[config.mk]
export PLATFORM = sky130hd
export DESIGN_NAME = seg_scan_ctrl
export DESIGN_NICKNAME = d
export VERILOG_FILES = /design/src/rtl/seg_pkg.sv /design/src/rtl/hex_seg_lut.sv /design/src/rtl/seg_scan_ctrl.sv
export SDC_FILE = /design/constraint.sdc
export NUM_CORES = 1
export LEC_CHECK = 0
export BUFFER_PORTS_ARGS = -buffer_cell sky130_fd_sc_hd__buf_4
export CAP_MARGIN = 20
export CORE_MARGIN = 8
export CORE_UTILIZATION = 50
export DETAILED_ROUTE_END_ITERATION = 10
export GPL_TIMING_DRIVEN = 1
export PLACE_DENSITY = 0.68
export SKIP_LAST_GASP = 1
export SLEW_MARGIN = 40
export SYNTH_ARGS = -nofsm -noshare
export SYNTH_HDL_FRONTEND = slang
export SYNTH_SLANG_ARGS = --single-unit
[constraint.sdc]
create_clock -name clk -period 3.2 [get_ports clk]
set_clock_uncertainty 0.1 [all_clocks]
set_input_delay 0.96 -clock clk [delete_from_list [all_inputs] [get_ports clk]]
set_output_delay 0.96 -clock clk [all_outputs]
set_load 0.01 [all_outputs]
[src/rtl/seg_pkg.sv]
// Shared constants for the seven-segment scan controller: active-low glyphs
// (bits 6..0 = g..a), the all-off pattern, and the slot counter width helper.
package seg_pkg;

    localparam logic [7:0] SEG_OFF   = 8'hFF;
    localparam logic [6:0] SEG_BLANK = 7'h7F;

    localparam logic [6:0] SEG_HEX_0 = 7'h40;
    localparam logic [6:0] SEG_HEX_1 = 7'h79;
    localparam logic [6:0] SEG_HEX_2 = 7'h24;
    localparam logic [6:0] SEG_HEX_3 = 7'h30;
    localparam logic [6:0] SEG_HEX_4 = 7'h19;
    localparam logic [6:0] SEG_HEX_5 = 7'h12;
    localparam logic [6:0] SEG_HEX_6 = 7'h02;
    localparam logic [6:0] SEG_HEX_7 = 7'h78;
    localparam logic [6:0] SEG_HEX_8 = 7'h00;
    localparam logic [6:0] SEG_HEX_9 = 7'h18;
    localparam logic [6:0] SEG_HEX_A = 7'h08;
    localparam logic [6:0] SEG_HEX_B = 7'h03;
    localparam logic [6:0] SEG_HEX_C = 7'h27;
    localparam logic [6:0] SEG_HEX_D = 7'h21;
    localparam logic [6:0] SEG_HEX_E = 7'h06;
    localparam logic [6:0] SEG_HEX_F = 7'h0E;

    function automatic int cnt_width(input int div);
        return (div > 1) ? $clog2(div) : 1;
    endfunction

endpackage

[src/rtl/hex_seg_lut.sv]
// Combinational hex nibble to active-low 7-segment lookup, shared by all
// digits of the scan controller.
module hex_seg_lut
    import seg_pkg::*;
(
    input  logic [3:0] i_nibble,
    output logic [6:0] o_seg
);

    always_comb begin
        o_seg = SEG_BLANK;
        case (i_nibble)
            4'h0: o_seg = SEG_HEX_0;
            4'h1: o_seg = SEG_HEX_1;
            4'h2: o_seg = SEG_HEX_2;
            4'h3: o_seg = SEG_HEX_3;
            4'h4: o_seg = SEG_HEX_4;
            4'h5: o_seg = SEG_HEX_5;
            4'h6: o_seg = SEG_HEX_6;
            4'h7: o_seg = SEG_HEX_7;
            4'h8: o_seg = SEG_HEX_8;
            4'h9: o_seg = SEG_HEX_9;
            4'hA: o_seg = SEG_HEX_A;
            4'hB: o_seg = SEG_HEX_B;
            4'hC: o_seg = SEG_HEX_C;
            4'hD: o_seg = SEG_HEX_D;
            4'hE: o_seg = SEG_HEX_E;
            4'hF: o_seg = SEG_HEX_F;
            default: o_seg = SEG_BLANK;
        endcase
    end

endmodule

[src/rtl/seg_scan_ctrl.sv]
// Time-multiplexed common-anode display scanner with frame-synchronous value
// updates. Optional leading-zero blanking via SEG_LEADING_ZERO_BLANK_EN.
module seg_scan_ctrl
    import seg_pkg::*;
#(
    parameter int DIGITS      = 4,
    parameter int REFRESH_DIV = 12500,
    parameter int BLANK_CYC   = 16
) (
    input  logic                  clk,
    input  logic                  rst,
    input  logic                  val_valid,
    output logic                  val_ready,
    input  logic [4*DIGITS-1:0]   val_data,
    input  logic [DIGITS-1:0]     dp_mask,
    output logic [7:0]            seg,
    output logic [DIGITS-1:0]     dig_sel,
    output logic                  frame_done
);

    localparam int CNT_W = cnt_width(REFRESH_DIV);
    localparam int IDX_W = $clog2(DIGITS);
    localparam logic [CNT_W-1:0] CNT_TC    = CNT_W'(REFRESH_DIV - 1);
    localparam logic [CNT_W-1:0] CNT_BLANK = CNT_W'(BLANK_CYC);
    localparam logic [IDX_W-1:0] IDX_LAST  = IDX_W'(DIGITS - 1);

    logic [CNT_W-1:0]    r_cnt;
    logic [IDX_W-1:0]    r_idx;
    logic [4*DIGITS-1:0] r_active;
    logic [DIGITS-1:0]   r_active_dp;
    logic [4*DIGITS-1:0] r_shadow;
    logic [DIGITS-1:0]   r_shadow_dp;
    logic                r_pending;
    logic                r_ready;
    logic [7:0]          r_seg;
    logic [DIGITS-1:0]   r_dig_sel;
    logic                r_frame_done;

    logic                w_tc;
    logic                w_boundary;
    logic                w_xfer;
    logic [3:0]          w_nibble;
    logic [6:0]          w_lut;
    logic [6:0]          w_seg_lit;
    logic                w_lz_blank;
    logic [DIGITS-1:0]   w_dig_on;

    assign w_tc       = (r_cnt == CNT_TC);
    assign w_boundary = w_tc && (r_idx == IDX_LAST);
    assign w_xfer     = val_valid && r_ready;
    assign w_nibble   = r_active[{r_idx, 2'b00} +: 4];
    assign w_dig_on   = ~(DIGITS'(1) << r_idx);

    hex_seg_lut u_lut (
        .i_nibble (w_nibble),
        .o_seg    (w_lut)
    );

`ifdef SEG_LEADING_ZERO_BLANK_EN
    // Blank when this digit and every digit above it hold zero; digit 0 always shows.
    always_comb begin
        w_lz_blank = (r_idx != '0);
        for (int j = 0; j < DIGITS; j++) begin
            if ((j >= int'(r_idx)) && (r_active[4*j +: 4] != 4'h0)) begin
                w_lz_blank = 1'b0;
            end
        end
    end
`else
    assign w_lz_blank = 1'b0;
`endif

    assign w_seg_lit = w_lz_blank ? SEG_BLANK : w_lut;

    always_ff @(posedge clk) begin
        if (rst) begin
            r_cnt        <= '0;
            r_idx        <= '0;
            r_active     <= '0;
            r_active_dp  <= '0;
            r_shadow     <= '0;
            r_shadow_dp  <= '0;
            r_pending    <= 1'b0;
            r_ready      <= 1'b1;
            r_seg        <= SEG_OFF;
            r_dig_sel    <= '1;
            r_frame_done <= 1'b0;
        end else begin
            if (w_tc) begin
                r_cnt <= '0;
                r_idx <= (r_idx == IDX_LAST) ? '0 : r_idx + 1'b1;
            end else begin
                r_cnt <= r_cnt + 1'b1;
            end

            r_frame_done <= w_boundary;

            // A pending value always blocks new transfers, so the apply and
            // bypass paths can never collide.
            if (w_boundary && r_pending) begin
                r_active    <= r_shadow;
                r_active_dp <= r_shadow_dp;
                r_pending   <= 1'b0;
                r_ready     <= 1'b1;
            end else if (w_xfer && w_boundary) begin
                r_active    <= val_data;
                r_active_dp <= dp_mask;
            end else if (w_xfer) begin
                r_shadow    <= val_data;
                r_shadow_dp <= dp_mask;
                r_pending   <= 1'b1;
                r_ready     <= 1'b0;
            end

            if (r_cnt < CNT_BLANK) begin
                r_seg     <= SEG_OFF;
                r_dig_sel <= '1;
            end else begin
                r_seg     <= {~r_active_dp[r_idx], w_seg_lit};
                r_dig_sel <= w_dig_on;
            end
        end
    end

    assign val_ready  = r_ready;
    assign seg        = r_seg;
    assign dig_sel    = r_dig_sel;
    assign frame_done = r_frame_done;

endmodule

==> flow_summary.yaml <==
die:
  io-pin-count: 37
  die_area_mm2: 0.00892
  fp-row-count: 28
  initial_core_util_pct: 52.0
  dieWidth_um: 94.5
  die_h_um: 94.5
  placeableCoreArea_mm2: 0.00592
timing:
  setup_tns_ps: 0
  clock.fmax_ghz: 0.403
  setup_violations: 0
  fin_crit_sh_pct: 77.6
  fin_crit_ps: 2480
  worstMarginPinSlew_ps: 847
  hold_viol: 0
  relSlewSlack_pct: 43.5
  grt_setup_unrepaired: "false"
  final_max_slew_viol_count: 0
setup_path:
  worstPathArrival_ps: 2600
  endpoint_kind: "register"
  reg2reg_depth: 5
  critical_path.max_fanout: 12
  startpoint_type: "register"
  crit_path_max_incr_delay_ps: 590
  r2r_end: "r_shadow[12]"
  rr_startpoint: "r_cnt[11]"
  critPathTopFamily: "simple AND/OR/NAND/NOR gates"
  cp_slowest_cell: "or4_1"
  reg2reg_setup_slack_ps: 720
  cp.buffers_inverters: 1
  crit_type: "reg -> reg"
  worstPathRequired_ps: 3320
  path_cells: "or4_1, nor4_4, a21oi_2, buf_4, mux2i_1"
yosys:
  synth_cell_types: 35
  ys_warn_count: 0
  netlist_instances: 316
  synth-edff-count: 0
  synth_seq_cells: 71
  netlist_area_mm2: 0.00308
  synthFlopType: "dfxtp_1"
  postSynthAreaPerCell_um2: 9.74
  synth_seq_area_share_pct: 46.2
  synth.net_count: 349
  ys_async_sr_fraction_pct: 0
final_layout:
  drive_above_1_share_pct: 18.5
  final_cell_mix: "dfxtp_1, nand2_1, buf_4, mux2i_1"
  diodes: 0
  final_common_cell: "dfxtp_1"
  regArea_mm2: 0.00142
  nets: 379
  fillCellCount: 503
  multiInputGateArea_mm2: 0.00154
  syn_to_final_growth_pct: 17.1
hold_path:
  min_path_cells: 1
  holdPathEnd: "r_cnt[0]"
  hp-class: "reg -> reg"
  min_from: "r_cnt[0]"
placement:
  dp_hpwl_um: 4320
  portBuffers: 36
  place.gp.congestion: 0.795
global_routing:
  grtUsageTotal_pct: 15.7
  antenna_found_initial: 0
  grt_overflow: 0
  grt_pass1_vias: 2298
  grt_start_max_net_pins: 44
  grt_pass1_wl_um: 11100
clocking:
  worstSkewPairLatency_ps: 340
  cts_sinks: 71
  h-tree-depth: 3
  cts_made_buffers: 9
  cts_tree: "done"
  clockRootBuffer: "clkbuf_8"
  cts_buffer_depth: 2
  cts_setup_buffers: 0
  clk_pin_slew_ps: 70
  cts_resized: 0
  holdBufCountCts: 0
status:
  status: "completed"
power:
  ir_drop_v: 0.000313
  powerDensity_mw_per_mm2: 493
  p_leak_nw: 1.35
  finalPower_w: 0.00178
routing:
  vias: 2332
  drc_errors: 0
  wirelength_um: 6470
  wl_per_cell_um: 15.2
  dr.pass1.iters: 4
  drtAntennaViolNets: 0
  viasPerCell: 5.47
  drt_iter0_drc: 152
flow_run:
  max_cap_viol_count: 0
## worst register-to-register path: cells and delay by family, from the launching register on
family | cells | cell delay, ps
AO/OA/AOI/OAI | 1 | 320
buffers and inverters | 1 | 300
flip-flops | 1 | 340
multiplexers | 1 | 140
AND/OR/NAND/NOR | 2 | 1150
## layout make-up
| cell class | instances | area share [%] |
|---|---|---|
| sequential | 71 | 39.4 |
| timing repair buffer | 42 | 8.75 |
| clock buffer | 13 | 4.69 |
| multi-input combinational | 215 | 42.7 |
| inverter | 7 | 0.729 |
| tap | 75 | 2.60 |
| clock inverter | 3 | 1.11 |
## metrics by stage
step	setup slack, ps	utilization, %	std cells	hold slack (ps)	cell area, µm²
3_3_place_gp	783	57.4	410	327	3400
3_5_place_dp	714	57.4	410	332	3400
2_1_floorplan	1060	-	316	313	3080
6_report	716	60.9	426	337	3600
4_1_cts	747	60.9	426	342	3600
5_1_grt	589	60.9	426	364	3600
## routing by layer
layer / track usage, % / up-vias / wire (µm) / part of all wire [%]
li1: - / 1187 / - / -
met1: 19.4 / 1095 / 3150 / 49
met2: 24.2 / 44 / 2930 / 45
met3: 4.52 / 6 / 319 / 4.9
met4: 8.32 / 0 / 70 / 1.1
met5: 0 / - / 0 / 0
## cells in the mapped netlist, types with 2 or more instances
library cell   n  share of area, %
dfxtp_1       71                46
nand2_1       54               6.6
mux2i_1       27               8.8
a22oi_1       20               4.9
nor2_1        20               2.4
o2bb2ai_1     20               5.7
clkbuf_1      16               2.0
ha_1          10               4.1
xor2_1         9               2.6
buf_2          7               1.1
nand3_1        7               1.1
inv_1          6              0.73
a21oi_1        5              0.81
mux4_2         5               3.7
nand4_1        5               1.0
o211ai_1       5               1.2
and3_1         3              0.61
o21ai_0        3              0.49
a31oi_1        2              0.41
and4_1         2              0.57
nand2b_1       2              0.41
o221ai_1       2              0.57
or3_1          2              0.41
or4_1          2              0.49
## registers in the layout (all words and copies together) (netlist names)
register     count
val_ready        1
r_shadow        16
r_active        16
r_pending        1
seg              8
r_cnt           14
r_active_dp      4
r_idx            2
dig_sel          4
frame_done       1
r_shadow_dp      4
## how the worst max path moves through the flow
stage | start | endpoint | slack [ps] | cells past startpoint
final | r_cnt[11] | r_shadow[12] | 720 | 5
after global placement | val_valid | r_shadow_dp[1] | 780 | 5
after CTS | r_cnt[11] | r_shadow[12] | 750 | 5
after floorplan | r_idx[0] | seg[3] | 1060 | 7
after global routing | r_cnt[11] | r_shadow[12] | 590 | 5
after detailed placement | r_cnt[11] | r_shadow[12] | 710 | 5
## cell families after synthesis
| kind of cell | count (synthesis) | synth area share, % |
|---|---|---|
| AND/OR/NAND/NOR | 102 | 15.3 |
| flip-flops | 71 | 46.2 |
| AO/OA/AOI/OAI | 60 | 14.8 |
| multiplexers | 33 | 12.8 |
| buffers and inverters | 30 | 3.94 |
| XOR/XNOR | 10 | 2.85 |
| adder cells (fa/ha/maj) | 10 | 4.07 |
## power by group
| part | leakage (nW) | total (W) | internal, W | switching (W) |
|---|---|---|---|---|
| Sequential | 0.576 | 0.000923 | 0.000905 | 0.0000183 |
| Clock | 0.109 | 0.000738 | 0.000422 | 0.000316 |
| Combinational | 0.665 | 0.000118 | 0.0000542 | 0.0000635 |
(Power assumes the default switching activity.)
